===== src/rtl/rvv_backend_uop_queue_if.sv =====
// rtl/rvv_backend_uop_queue_if.sv - decode/dispatch handshake bundle for the uop queue
interface rvv_backend_uop_queue_if #(
  parameter int NUM_PUSH   = 4,
  parameter int NUM_POP    = 2,
  parameter int DATA_WIDTH = 32,
  parameter int CNT_W      = 5
);
  // decoder side
  logic [NUM_PUSH-1:0]            uop_valid_de2uq;
  logic [NUM_PUSH*DATA_WIDTH-1:0] uop_de2uq;
  logic                           uq_ready_uq2de;
  // dispatch side
  logic [NUM_POP-1:0]             uop_valid_uq2dp;
  logic [NUM_POP*DATA_WIDTH-1:0]  uop_uq2dp;
  logic [NUM_POP-1:0]             uop_ready_dp2uq;
  // status
  logic                           uq_empty;
  logic [CNT_W-1:0]               uq_free_cnt;

  // queue view
  modport slave (
    input  uop_valid_de2uq, uop_de2uq, uop_ready_dp2uq,
    output uq_ready_uq2de, uop_valid_uq2dp, uop_uq2dp, uq_empty, uq_free_cnt
  );

  // producer/consumer view
  modport master (
    output uop_valid_de2uq, uop_de2uq, uop_ready_dp2uq,
    input  uq_ready_uq2de, uop_valid_uq2dp, uop_uq2dp, uq_empty, uq_free_cnt
  );
endinterface


===== src/rtl/rvv_backend_uop_queue.sv =====
// rtl/rvv_backend_uop_queue.sv - multi-push/multi-pop circular uop FIFO between decode and dispatch
module rvv_backend_uop_queue #(
  parameter int DEPTH      = 16,
  parameter int NUM_PUSH   = 4,
  parameter int NUM_POP    = 2,
  parameter int DATA_WIDTH = 32
) (
  input  logic                    clk,
  input  logic                    rst_n,
  input  logic                    flush,
  rvv_backend_uop_queue_if.slave  uq
);
  localparam int PW = $clog2(DEPTH);
  localparam int CW = PW + 1;

  logic [PW-1:0]         wr_ptr_q, wr_ptr_d;
  logic [PW-1:0]         rd_ptr_q, rd_ptr_d;
  logic [CW-1:0]         occ_q, occ_d;
  logic [DATA_WIDTH-1:0] mem_q [DEPTH];

  logic [CW-1:0]         free_cnt;
  logic                  ready;
  logic [NUM_PUSH-1:0]   push_en;
  logic [NUM_POP-1:0]    pop_valid;
  logic [NUM_POP-1:0]    pop_en;
  logic [CW-1:0]         push_cnt;
  logic [CW-1:0]         pop_cnt;

  // Backpressure comes from registered occupancy only; no same-cycle pop credit.
  assign free_cnt = CW'(DEPTH) - occ_q;
  assign ready    = (free_cnt >= CW'(NUM_PUSH));

  // Per-lane accept masks and their popcounts.
  always_comb begin
    push_en   = '0;
    pop_valid = '0;
    pop_en    = '0;
    push_cnt  = '0;
    pop_cnt   = '0;
    for (int i = 0; i < NUM_PUSH; i++) begin
      push_en[i] = uq.uop_valid_de2uq[i] & ready;
      push_cnt   = push_cnt + CW'(push_en[i]);
    end
    for (int i = 0; i < NUM_POP; i++) begin
      pop_valid[i] = (occ_q > CW'(i));
      pop_en[i]    = pop_valid[i] & uq.uop_ready_dp2uq[i];
      pop_cnt      = pop_cnt + CW'(pop_en[i]);
    end
  end

  // Next pointers and occupancy; flush wins over any push or pop.
  always_comb begin
    wr_ptr_d = wr_ptr_q + PW'(push_cnt);
    rd_ptr_d = rd_ptr_q + PW'(pop_cnt);
    occ_d    = occ_q + push_cnt - pop_cnt;
    if (flush) begin
      wr_ptr_d = '0;
      rd_ptr_d = '0;
      occ_d    = '0;
    end
  end

  // Control state with asynchronous clear.
  always_ff @(posedge clk or negedge rst_n) begin
    if (!rst_n) begin
      wr_ptr_q <= '0;
      rd_ptr_q <= '0;
      occ_q    <= '0;
    end else begin
      wr_ptr_q <= wr_ptr_d;
      rd_ptr_q <= rd_ptr_d;
      occ_q    <= occ_d;
    end
  end

  // Entry storage; lane i lands at wr_ptr+i, wrapping naturally on the PW-bit index.
  always_ff @(posedge clk) begin
    if (!flush) begin
      for (int i = 0; i < NUM_PUSH; i++) begin
        if (push_en[i]) begin
          mem_q[wr_ptr_q + PW'(i)] <= uq.uop_de2uq[i*DATA_WIDTH +: DATA_WIDTH];
        end
      end
    end
  end

  // Oldest entries are read straight from the array, so there is no push-to-pop bypass.
  always_comb begin
    uq.uop_uq2dp = '0;
    for (int i = 0; i < NUM_POP; i++) begin
      uq.uop_uq2dp[i*DATA_WIDTH +: DATA_WIDTH] = mem_q[rd_ptr_q + PW'(i)];
    end
  end

  assign uq.uop_valid_uq2dp = pop_valid;
  assign uq.uq_ready_uq2de  = ready;
  assign uq.uq_empty        = (occ_q == '0);
  assign uq.uq_free_cnt     = free_cnt;

  // Protocol and invariant checks; ignored by synthesis.
  always @(posedge clk) begin
    assert ((DEPTH & (DEPTH - 1)) == 0) else $error("uop queue DEPTH must be a power of 2");
    if (rst_n) begin
      assert (occ_q <= CW'(DEPTH)) else $error("uop queue occupancy exceeds DEPTH");
      assert (pop_cnt <= occ_q) else $error("uop queue pop count exceeds occupancy");
      assert (ready || (uq.uop_valid_de2uq == '0))
        else $error("uop queue push while not ready is dropped");
      assert ((uq.uop_valid_de2uq & (uq.uop_valid_de2uq + NUM_PUSH'(1))) == '0)
        else $error("uop queue push valid not contiguous");
      assert ((uq.uop_ready_dp2uq & (uq.uop_ready_dp2uq + NUM_POP'(1))) == '0)
        else $error("uop queue pop ready not contiguous");
    end
  end
endmodule


===== src/flat_wrapper.sv =====
// flat-port wrapper written by rule: the top's interface ports become plain ports
module rvv_backend_uop_queue_flat 
#(
  parameter int DEPTH      = 16,
  parameter int NUM_PUSH   = 4,
  parameter int NUM_POP    = 2,
  parameter int DATA_WIDTH = 32
)
  (clk, rst_n, flush, uq_uop_valid_de2uq, uq_uop_de2uq, uq_uop_ready_dp2uq, uq_uq_ready_uq2de, uq_uop_valid_uq2dp, uq_uop_uq2dp, uq_uq_empty, uq_uq_free_cnt);
  rvv_backend_uop_queue_if #(.NUM_PUSH(NUM_PUSH), .NUM_POP(NUM_POP), .DATA_WIDTH(DATA_WIDTH), .CNT_W(5)) uq_i ();
  input  logic clk;
  input  logic rst_n;
  input  logic flush;
  input wire logic [$bits(uq_i.uop_valid_de2uq)-1:0] uq_uop_valid_de2uq;
  input wire logic [$bits(uq_i.uop_de2uq)-1:0] uq_uop_de2uq;
  input wire logic [$bits(uq_i.uop_ready_dp2uq)-1:0] uq_uop_ready_dp2uq;
  output wire logic [$bits(uq_i.uq_ready_uq2de)-1:0] uq_uq_ready_uq2de;
  output wire logic [$bits(uq_i.uop_valid_uq2dp)-1:0] uq_uop_valid_uq2dp;
  output wire logic [$bits(uq_i.uop_uq2dp)-1:0] uq_uop_uq2dp;
  output wire logic [$bits(uq_i.uq_empty)-1:0] uq_uq_empty;
  output wire logic [$bits(uq_i.uq_free_cnt)-1:0] uq_uq_free_cnt;
  assign uq_i.uop_valid_de2uq = uq_uop_valid_de2uq;
  assign uq_i.uop_de2uq = uq_uop_de2uq;
  assign uq_i.uop_ready_dp2uq = uq_uop_ready_dp2uq;
  assign uq_uq_ready_uq2de = uq_i.uq_ready_uq2de;
  assign uq_uop_valid_uq2dp = uq_i.uop_valid_uq2dp;
  assign uq_uop_uq2dp = uq_i.uop_uq2dp;
  assign uq_uq_empty = uq_i.uq_empty;
  assign uq_uq_free_cnt = uq_i.uq_free_cnt;
  rvv_backend_uop_queue #(.DEPTH(DEPTH), .NUM_PUSH(NUM_PUSH), .NUM_POP(NUM_POP), .DATA_WIDTH(DATA_WIDTH)) u_core (.clk(clk), .rst_n(rst_n), .flush(flush), .uq(uq_i));
endmodule

===== config.mk =====
export PLATFORM = sky130hd
export DESIGN_NAME = rvv_backend_uop_queue_flat
export DESIGN_NICKNAME = d
export VERILOG_FILES = /design/src/rtl/rvv_backend_uop_queue_if.sv /design/src/rtl/rvv_backend_uop_queue.sv /design/src/flat_wrapper.sv
export SDC_FILE = /design/constraint.sdc
export NUM_CORES = 2
export LEC_CHECK = 0
export BUFFER_PORTS_ARGS = -buffer_cell sky130_fd_sc_hd__buf_2
export CORE_UTILIZATION = 44
export CTS_BUF_LIST = sky130_fd_sc_hd__clkbuf_4 sky130_fd_sc_hd__clkbuf_8
export CTS_CLUSTER_SIZE = 8
export DETAILED_ROUTE_END_ITERATION = 10
export GPL_ROUTABILITY_DRIVEN = 0
export GPL_TIMING_DRIVEN = 1
export RECOVER_POWER = 25
export SLEW_MARGIN = 15
export SYNTH_ARGS = -nofsm -noshare
export SYNTH_HDL_FRONTEND = slang
export SYNTH_SLANG_ARGS = --single-unit

===== constraint.sdc =====
create_clock -name clk -period 7.1 [get_ports clk]
set_input_delay 1.42 -clock clk [delete_from_list [all_inputs] [get_ports clk]]
set_output_delay 1.42 -clock clk [all_outputs]
set_load 0.1 [all_outputs]

==> impl_results.md <==
* Status: finished with violations
* Failing checks: max-capacitance violations, max-slew violations
* CP required at 7.51 ns
* NetSw at 11.4 mW
* Cells after DPL at 5666
* Max-cap violations at 12
* Initial core utilization at 0.443
* Largest family of logic cells by synthesized area: compound AO/OA/AOI/OAI gates
* Share of the synthesized area in the top cell type at 0.341
* FMAX at 156 MHz
* Combinational share of power at 0.630
* Synthesized instance count at 4658
* Switch share at 0.553
* Num ports at 210
* Rows at 117
* Sequential share of the synthesized area at 0.349
* Most frequent cells in the layout: edfxtp_1, nand2_1, a21oi_1, mux4_2, buf_2
* FF-to-FF Start: u_core.occ_q[1]
* Gr usage total at 0.450
* Core ar. at 0.102 mm2
* Initial antenna violation count at 20
* Yosys top cell by area: edfxtp_1
* Max Buffers Root-to-Sink at 3
* Residual DRC at 0
* Final setup vio count at 0
* Pre-CTS setup slack at 1.70 ns
* Sink Count at 525
* Leakage at 15.6 nW
* Overflow after GRT at 0
* Die width at 322 um
* Tmin final at 6.40 ns
* Worst-path fanout max at 34
* # nets final at 4567
* Pre-antenna DRT Iters at 10
* Slew Viols, Final at 288
* Worst clock skew at 0.0495 ns
* RSZ-0062 raised after global routing: false
* Post-DP Area at 0.0468 mm2
* Commonest non-fill, non-tap cell in the layout: edfxtp_1
* Yosys cell types at 67
* Worst setup EP type: flip-flop
* Syn Area/Cell at 9.67 um2
* Critical Path AT at 6.82 ns
* Final Hold Vio Count at 0
* Worst-skew pair later-pin latency at 0.82 ns
* Post-Layout Cell Count at 5874
* Fin crit share at 0.902
* Antenna Nets Post-Route at 0
* Area Growth Syn to Fin at 8.12%
* Adder-cell share of the synthesized area at 0.00833
* Clock network fraction of total power at 0.153
* Htree depth at 3
* Die area at 0.104 mm2
* Int Pwr at 9.24 mW
* Fillcell total at 9463
* Synthesis-stage register bit count at 525
* Clock-pin slew on the worst setup and hold paths at 0.06 ns
* VDD IR max at 0.482 mV
* Sequential Area at 0.0157 mm2
* Post-synth EDFFs at 512
* Post-Synth Simple-Gate Area at 0.127
* Post-cts resize count at 0
* CP startpoint: u_core.occ_q[1]
* Area of the multi-input gates at 0.0267 mm2
* Setup bufs post-CTS at 0
* Compound-Gate Fraction of Synth Area at 0.255
* Design area at 0.0487 mm2
* Syn Nets at 4822
* TritonCTS clock tree: yes
* Setup crit start kind: flip-flop
* Setup CP Type: reg -> reg
* PortBufs at 209
* Hold crit path type: in -> async
* First-pass GRT wire length at 332000 um
* Final setup margin at 0.697 ns
* Synth Warn # at 0
* Total CTS buffers at 103
* Die height at 322 um
* Post-Synth XOR/XNOR Area at 0.00328
* Seq pwr share at 0.217
* Post-Route WL at 239000 um
* Wirelength per Cell at 40.7 um
* Pwr dens at 425 mW/mm2
* Vias after detailed routing at 47900
* Worst slew margin at -0.802
* Iter 0 DRT Violations at 10100
* Setup TNS at 0 ns
* Cell area after synthesis at 0.0450 mm2
* Vias per cell at 8.15
* Post-synthesis mux area share at 0.188
* Least-Margin Pin Slew at 2.70 ns
* Post-CTS Hold Buffers at 0
* Number of global-route vias before repair at 44500
* Share of cells above drive strength 1 at 0.206
* Root buffer cell: clkbuf_8
* Area contributors post-synth: edfxtp_1, mux4_2, clkbuf_1, a21oi_1, nand2_1
* Top FF cell, synth: edfxtp_1
* Largest net degree at the start of global routing at 162
* Final HPWL DP at 132000 um
* Async SR Flop Fraction at 0.0248
logic make-up after synthesis:
family,Yosys count
AO/OA/AOI/OAI,1626
AND/OR/NAND/NOR,1216
buffers and inverters,803
flip-flops,525
multiplexers,445
adder cells (fa/ha/maj),27
XOR/XNOR,16
power by group through the flow:
stage | Clock [mW] | Sequential, mW | Combinational [mW]
finish | 3.17 | 4.49 | 13.0
global route | 3.24 | 4.49 | 13.2
detailed placement | 0 | 4.50 | 12.6
CTS | 3.12 | 4.44 | 12.6
floorplan | 0 | 4.27 | 9.20
global placement | 0 | 4.49 | 12.5
per-layer routing:
layer,wire (um),share of wire,track usage
met5,267,0.0011,0.0170
met2,94800,0.40,0.611
met3,43300,0.18,0.200
met4,20000,0.084,0.318
met1,80500,0.34,0.564
registers in the layout, indices dropped and copies added (netlist names):
signal	cells
u_core.mem_q	512
u_core.occ_q	5
u_core.rd_ptr_q	4
u_core.wr_ptr_q	4
cell usage after synthesis, types with 7 or more instances:
master and count:
mux4_2 320, buf_1 67, dfrtp_1 13, a2bb2oi_1 127, nor3b_1 32, nand2_1 480, edfxtp_1 512, and2_1 67
o21ai_1 15, nor2b_1 8, o22ai_1 18, o2111ai_1 33, buf_2 94, nand4_1 40, a211o_1 64, mux2i_1 125
a21oi_1 393, nand2b_1 7, o32ai_1 127, nor2_1 189, o21ai_0 184, o211ai_1 131, ha_1 22, o2bb2ai_1 190
nand3_1 194, a211oi_1 96, a221oi_1 31, nor4_1 69, clkbuf_2 27, a32oi_1 97, inv_1 83, and3_1 9
a22oi_1 38, nor3_1 83, xnor2_1 9, a31oi_1 65, clkbuf_1 530
worst max-delay path, stage by stage (launching register included):
cell	delay, ns
dfrtp_1	0.44
inv_1	0.12
ha_1	0.27
and3_1	0.21
ha_1	0.29
nand3b_1	0.17
a21oi_4	0.04
clkbuf_1	0.77
nor4b_1	0.60
clkbuf_1	0.32
nand2_1	0.33
o2111ai_1	1.78
buf_4	0.66
area by class of cell:
cell class / instances / area share
timing repair buffer: 359 / 0.0458
clock buffer: 149 / 0.0368
sequential: 525 / 0.323
inverter: 84 / 0.00663
antenna: 16 / 0.000822
clock inverter: 43 / 0.00388
multi-input combinational: 3330 / 0.548
tap: 1368 / 0.0351
stage by stage:
stage | hold WS [ns] | util | power, mW
floorplan | 0.612 | - | 13.5
finish | 0.695 | 0.479 | 20.7
CTS | 0.512 | 0.481 | 20.2
global placement | 0.810 | 0.461 | 17.0
detailed placement | 0.779 | 0.461 | 17.1
global route | 0.759 | 0.479 | 20.9
path summary, 6_finish.rpt:
kind / end / slack [ns] / cells after the start
min reg2reg: u_core.occ_q[4] / 0.78 / 4
min in group clk: u_core.occ_q[4] / 0.78 / 4
max: u_core.mem_q[7][31] / 0.70 / 12
max reg2reg: u_core.mem_q[7][31] / 0.70 / 12
max in group asynchronous: u_core.rd_ptr_q[0] / 5.74 / 1
min: u_core.wr_ptr_q[3] / 0.69 / 1
No activity file was read; power rests on OpenSTA's default activity.
